<file path="src/rtl/imu_pkg.sv">
// Shared definitions for the IMU sample filter.
// Holds the FSM state type, word/axis geometry, axis index constants and the
// byte-slice helpers that map between the 96-bit reader word and 16-bit axes.
// Byte i of a word sits at w[95-8i -: 8]; axis k is {byte 2k+1, byte 2k}.
package imu_pkg;

  localparam int NUM_AXES = 6;
  localparam int AXIS_W   = 16;
  localparam int SAMPLE_W = 96;

  localparam logic [2:0] AX_GX = 3'd0;
  localparam logic [2:0] AX_GY = 3'd1;
  localparam logic [2:0] AX_GZ = 3'd2;
  localparam logic [2:0] AX_AX = 3'd3;
  localparam logic [2:0] AX_AY = 3'd4;
  localparam logic [2:0] AX_AZ = 3'd5;

  typedef enum logic [1:0] {
    IDLE,
    UPDATE,
    PUBLISH
  } state_e;

  // Extract axis k. The byte pair arrives low byte first, so swap it.
  function automatic logic [AXIS_W-1:0] get_axis(input logic [SAMPLE_W-1:0] w,
                                                 input logic [2:0]          k);
    logic [AXIS_W-1:0] pair;
    pair = AXIS_W'(w >> (SAMPLE_W - AXIS_W - AXIS_W * int'(k)));
    return {pair[7:0], pair[15:8]};
  endfunction

  // Return w with axis k replaced by v, using the same little-endian pairing.
  function automatic logic [SAMPLE_W-1:0] put_axis(input logic [SAMPLE_W-1:0] w,
                                                   input logic [2:0]          k,
                                                   input logic [AXIS_W-1:0]   v);
    logic [SAMPLE_W-1:0] ins;
    logic [SAMPLE_W-1:0] mask;
    ins  = SAMPLE_W'({v[7:0], v[15:8]}) << (SAMPLE_W - AXIS_W - AXIS_W * int'(k));
    mask = SAMPLE_W'(16'hFFFF)          << (SAMPLE_W - AXIS_W - AXIS_W * int'(k));
    return (w & ~mask) | ins;
  endfunction

endpackage

</file>
<file path="src/rtl/imu_sample_filter_ema_step.sv">
// ema_step: combinational single-axis EMA update, shared by all six axes.
//   x       : new raw axis sample (signed Q16.0)
//   acc     : current accumulator (signed Q16.SHIFT)
//   seeded  : 0 -> load x directly, 1 -> acc + ((x<<<SHIFT) - acc) >>> SHIFT
//   acc_new : next accumulator value
module ema_step
  import imu_pkg::*;
#(
  parameter int SHIFT = 2
) (
  input  logic signed [AXIS_W-1:0]       x,
  input  logic signed [AXIS_W+SHIFT-1:0] acc,
  input  logic                           seeded,
  output logic signed [AXIS_W+SHIFT-1:0] acc_new
);

  localparam int ACC_W = AXIS_W + SHIFT;

  logic signed [ACC_W-1:0] x_sh;
  logic signed [ACC_W:0]   diff;
  logic signed [ACC_W-1:0] step;

  assign x_sh = {x, {SHIFT{1'b0}}};

  // One extra bit keeps the full-scale swing (e.g. +max to -min) exact.
  assign diff = {x_sh[ACC_W-1], x_sh} - {acc[ACC_W-1], acc};

  // The shifted step never exceeds the distance between acc and x_sh, so the
  // narrowed step and the sum both stay inside ACC_W bits.
  assign step = ACC_W'(diff >>> SHIFT);

  assign acc_new = seeded ? (acc + step) : x_sh;

endmodule

</file>
<file path="src/rtl/imu_sample_filter.sv">
// imu_sample_filter: detects new 96-bit IMU sample words, runs a per-axis
// exponential moving average (alpha = 2^-SHIFT) through one shared ema_step,
// and publishes the filtered word in the reader's byte layout.
//   clk        : system clock
//   reset      : asynchronous active-low reset
//   curr_data  : raw sample word from the IMU reader
//   filt_data  : filtered sample word (same packing as curr_data)
//   filt_valid : one-cycle pulse when filt_data updates
//   busy       : high while a sample is being processed
module imu_sample_filter
  import imu_pkg::*;
#(
  parameter int SHIFT = 2,
  parameter int NAXES = NUM_AXES
) (
  input  logic                clk,
  input  logic                reset,
  input  logic [SAMPLE_W-1:0] curr_data,
  output logic [SAMPLE_W-1:0] filt_data,
  output logic                filt_valid,
  output logic                busy
);

  localparam int ACC_W = AXIS_W + SHIFT;

  state_e                  state_q,      state_d;
  logic [SAMPLE_W-1:0]     last_word_q,  last_word_d;
  logic [SAMPLE_W-1:0]     sample_q,     sample_d;
  logic [SAMPLE_W-1:0]     filt_data_q,  filt_data_d;
  logic [2:0]              idx_q,        idx_d;
  logic                    seeded_q,     seeded_d;
  logic                    filt_valid_q, filt_valid_d;
  logic signed [ACC_W-1:0] acc_q [NAXES];
  logic signed [ACC_W-1:0] acc_d [NAXES];

  logic [AXIS_W-1:0]       x_sel;
  logic signed [ACC_W-1:0] acc_sel;
  logic signed [ACC_W-1:0] acc_new;

  // Shared datapath: the axis index steers both operands into one ema_step.
  assign x_sel   = get_axis(sample_q, idx_q);
  assign acc_sel = acc_q[idx_q];

  ema_step #(.SHIFT(SHIFT)) u_ema_step (
    .x       (x_sel),
    .acc     (acc_sel),
    .seeded  (seeded_q),
    .acc_new (acc_new)
  );

  always_comb begin
    // NOTE: every _d starts from its held value so no branch can infer a latch.
    state_d      = state_q;
    last_word_d  = last_word_q;
    sample_d     = sample_q;
    filt_data_d  = filt_data_q;
    idx_d        = idx_q;
    seeded_d     = seeded_q;
    filt_valid_d = 1'b0;
    acc_d        = acc_q;

    case (state_q)
      IDLE: begin
        // A repeated word is treated as no sample; a converged EMA is unchanged.
        if (curr_data != last_word_q) begin
          sample_d    = curr_data;
          last_word_d = curr_data;
          idx_d       = 3'd0;
          state_d     = UPDATE;
        end
      end
      UPDATE: begin
        acc_d[idx_q] = acc_new;
        if (idx_q == 3'(NAXES - 1)) begin
          state_d = PUBLISH;
        end else begin
          idx_d = idx_q + 3'd1;
        end
      end
      PUBLISH: begin
        // Dropping the fraction bits is the arithmetic shift (floor).
        for (int k = 0; k < NAXES; k++) begin
          filt_data_d = put_axis(filt_data_d, 3'(k), acc_q[k][ACC_W-1:SHIFT]);
        end
        filt_valid_d = 1'b1;
        seeded_d     = 1'b1;
        state_d      = IDLE;
      end
      default: state_d = IDLE;
    endcase
  end

  always_ff @(posedge clk or negedge reset) begin
    if (!reset) begin
      state_q      <= IDLE;
      last_word_q  <= '0;
      sample_q     <= '0;
      filt_data_q  <= '0;
      idx_q        <= 3'd0;
      seeded_q     <= 1'b0;
      filt_valid_q <= 1'b0;
      // NOTE: the accumulators are filter state, not a buffer, so they are reset.
      for (int k = 0; k < NAXES; k++) begin
        acc_q[k] <= '0;
      end
    end else begin
      // NOTE: non-blocking here so every flop samples pre-edge values.
      state_q      <= state_d;
      last_word_q  <= last_word_d;
      sample_q     <= sample_d;
      filt_data_q  <= filt_data_d;
      idx_q        <= idx_d;
      seeded_q     <= seeded_d;
      filt_valid_q <= filt_valid_d;
      acc_q        <= acc_d;
    end
  end

  assign filt_data  = filt_data_q;
  assign filt_valid = filt_valid_q;
  assign busy       = (state_q != IDLE);

endmodule
</file>
<file path="config.mk">
export PLATFORM = sky130hd
export DESIGN_NAME = imu_sample_filter
export DESIGN_NICKNAME = d
export VERILOG_FILES = /design/src/rtl/imu_pkg.sv /design/src/rtl/imu_sample_filter_ema_step.sv /design/src/rtl/imu_sample_filter.sv
export SDC_FILE = /design/constraint.sdc
export NUM_CORES = 1
export LEC_CHECK = 0
export ABC_AREA = 1
export CAP_MARGIN = 30
export CORE_AREA = 3 3 202 185
export DETAILED_ROUTE_END_ITERATION = 8
export DIE_AREA = 0 0 205 188
export PLACE_DENSITY_LB_ADDON = 0.12
export SYNTH_ARGS = -nofsm -noshare
export SYNTH_HDL_FRONTEND = slang
export SYNTH_HIERARCHICAL = 1
export SYNTH_SLANG_ARGS = --single-unit
</file>
<file path="constraint.sdc">
create_clock -name clk -period 7 [get_ports clk]
set_clock_uncertainty 0.2 [all_clocks]
set_input_delay 1.75 -clock clk [delete_from_list [all_inputs] [get_ports clk]]
set_output_delay 1.75 -clock clk [all_outputs]
set_load 0.01 [all_outputs]
</file>
==> results.sh <==
export IMPL_status="completed"
export IMPL_drc=0
export IMPL_yosysUniqueCellTypes=55
export IMPL_port_buffers=195
export IMPL_layout_nets=2730
export IMPL_root_buffer="clkbuf_16"
export IMPL_routabilityCongestion=0.907
export IMPL_fin_util=0.590
export IMPL_ir_drop_uv=501
export IMPL_critPathBufInv=4
export IMPL_grtUsageTotal=0.277
export IMPL_crit_start="idx_q[2]"
export IMPL_ios=196
export IMPL_path_cells="clkinv_1 -> ha_1 -> inv_1 -> a311oi_1 -> a211oi_1 -> ha_1 -> a21oi_1 -> o21ai_0 -> a21oi_1 -> nand2_1 -> xor2_1 -> ha_1 -> inv_1 -> o21ai_0 -> a21oi_1 -> o21bai_1 -> a21oi_1 -> xor2_1 -> o21ai_0 -> inv_1 -> o21ai_0"
export IMPL_placed_cell_area_um2=19900
export IMPL_critPathArrivalTime_ns=6.52
export IMPL_syn_area_per_cell_um2=7.24
export IMPL_synth_top_cell_by_area="dfrtp_1"
export IMPL_cp_slowest_cell="a211oi_1"
export IMPL_num_vias=16200
export IMPL_final_hold_viol_count=0
export IMPL_synth_seq_cells=307
export IMPL_cap_violations=0
export IMPL_synth_nets=2577
export IMPL_cp_end_kind="register"
export IMPL_synth_cells=2438
export IMPL_core_area_um2=35700
export IMPL_wl_met3_mm=4.53
export IMPL_ant_nets=0
export IMPL_firstDrtPassIters=5
export IMPL_dpl_hpwl_mm=38.9
export IMPL_yosys_warnings=6
export IMPL_max_freq_mhz=159
export IMPL_crit_path_max_incr_delay_ns=0.65
export IMPL_finalCritPeriodShare=0.896
export IMPL_fill_cells=3415
export IMPL_die_w_um=205
export IMPL_route_met2_wl_mm=22.5
export IMPL_start_util=0.494
export IMPL_grt_ovfl_total=0
export IMPL_p_leak_nw=10.8
export IMPL_layout_commonest_cell="nand2_1"
export IMPL_wire_per_inst_um=17.2
export IMPL_finalPower_mw=9.57
export IMPL_critPathMaxFanout=22
export IMPL_first_iter_violations=1332
export IMPL_cts_setup_buffers=0
export IMPL_min_delay_start="filt_data[45]"
export IMPL_synth_top_area_share=0.435
export IMPL_setup_tns_ns=0
export IMPL_n_antenna_cell=0
export IMPL_routed_wirelength_mm=53.2
export IMPL_die_area_um2=38500
export IMPL_syn_area_um2=17600
export IMPL_area_delta_synth_final_pct=19.3
export IMPL_vias_per_cell=5.24
export IMPL_cellPowerDensity_nw_per_um2=455
export IMPL_r2r_start="idx_q[2]"
export IMPL_hold_class="reg2reg"
export IMPL_final_area_um2=21000
export IMPL_top_layer="met4"
export IMPL_slew_viol_final=0
export IMPL_first_global_vias=15400
export IMPL_antenna_found_initial=0
export IMPL_critPathKind="reg2reg"
export IMPL_clockBufferDepth=3
export IMPL_cts_tree="built"
export IMPL_startpoint_type="register"
export IMPL_final_cell_mix="930 x nand2_1, 306 x dfrtp_1, 279 x inv_1"
export IMPL_worst_pin_slew_ns=0.873
export IMPL_rr_worst_depth=21
export IMPL_hold_depth=2
export IMPL_grt_first_pass_wirelength_mm=84.7
export IMPL_clk_latency_ns=0.54
export IMPL_htree_num_levels=2
export IMPL_worstPathRequired_ns=7.25
export IMPL_holdBufCountCts=0
export IMPL_cts_resized=0
export IMPL_dieHeight_um=188
export IMPL_whs_ns=0.269
export IMPL_clkSinkCount=307
export IMPL_path_delay_family="compound AO/OA/AOI/OAI gates"
export IMPL_wl_met1_mm=25.0
export IMPL_cts_clk_slew_worst_paths_ns=0.06
export IMPL_crit_cells=21
export IMPL_rsz0062_at_grt="false"
export IMPL_rows=66
export IMPL_setup_viol=0
export IMPL_slew_limit_headroom=0.416
export IMPL_grt_max_degree=133
export IMPL_post_route_min_period_ns=6.27
export IMPL_drive_gt1_frac=0.0623
export IMPL_numCtsBuffers=35
export IMPL_synthTopCellsByArea="dfrtp_1 44%, nand2_1 20%, o21ai_0 7.4%"
export IMPL_ys_seq_area_frac=0.435
-- worst min-delay path, delay by kind of cell (launching register included) --
family | cells | cell delay (ns)
DFF | 1 | 0.34
and+or+nand+nor | 2 | 0.11
-- layer usage --
| layer | vias to the layer above | GRT usage |
|---|---|---|
| met2 | 505 | 0.400 |
| met4 | 0 | 0.0673 |
| met1 | 7630 | 0.415 |
| met3 | 66 | 0.0724 |
| li1 | 7987 | - |
| met5 | - | 0 |
-- worst paths after layout --
check	to	slack, ns
min reg2reg	filt_data[45]	0.27
min	filt_data[45]	0.27
max reg2reg	acc_q[34]	0.73
min in group asynchronous	sample_q[33]	1.01
max in group asynchronous	sample_q[17]	4.30
max	acc_q[34]	0.73
-- cell usage after synthesis (all sizes together) --
cell,instances
nand2,935
o21ai,320
dfrtp,307
inv,292
nor2,142
a21oi,82
clkbuf,73
nand3,59
ha,40
xor2,37
buf,30
a211oi,20
o211ai,18
xnor2,17
a311oi,13
or2,8
nand4,7
o21bai,5
a21boi,4
a31o,4
a31oi,3
nor3,3
and2,2
clkinv,2
nand3b,2
o21a,2
o22ai,2
o31ai,2
a21o,1
a221oi,1
fa,1
nor2b,1
nor4,1
o221ai,1
o311a,1
-- final cells by class --
class	count	area, µm²	area share
Inverter	294	1100	0.0525
Clock inverter	11	123	0.00583
Tap cell	476	596	0.0283
Multi-Input combinational cell	1734	8350	0.397
Sequential cell	307	7680	0.365
Timing Repair Buffer	219	2180	0.103
Clock buffer	51	1020	0.0483
-- where the power goes --
| part | switching, mW | internal, mW |
|---|---|---|
| registers | 0.423 | 2.44 |
| logic | 3.07 | 1.79 |
| clock network | 0.779 | 1.06 |
-- through the flow --
step | instances | setup WS [ns]
detailed placement | 3030 | 0.782
global route | 3092 | 0.187
CTS | 3092 | 0.754
floorplan | 2438 | 2.12
global placement | 3028 | 0.934
finish | 3092 | 0.730
-- cells by family after synthesis --
kind of cell | synth area share
and+or+nand+nor | 0.258
AOI/OAI and AO/OA | 0.158
xor gates and xnor gates | 0.0268
DFF | 0.435
buffers and inverters | 0.0928
adders and majority gates | 0.0295
-- state kept, by name, indices dropped and copies added (netlist names) --
name,count
acc_q,108
filt_valid,1
filt_data,96
state_q,2
seeded_q,1
idx_q,3
sample_q,96
No activity file was read; power rests on OpenSTA's default activity.
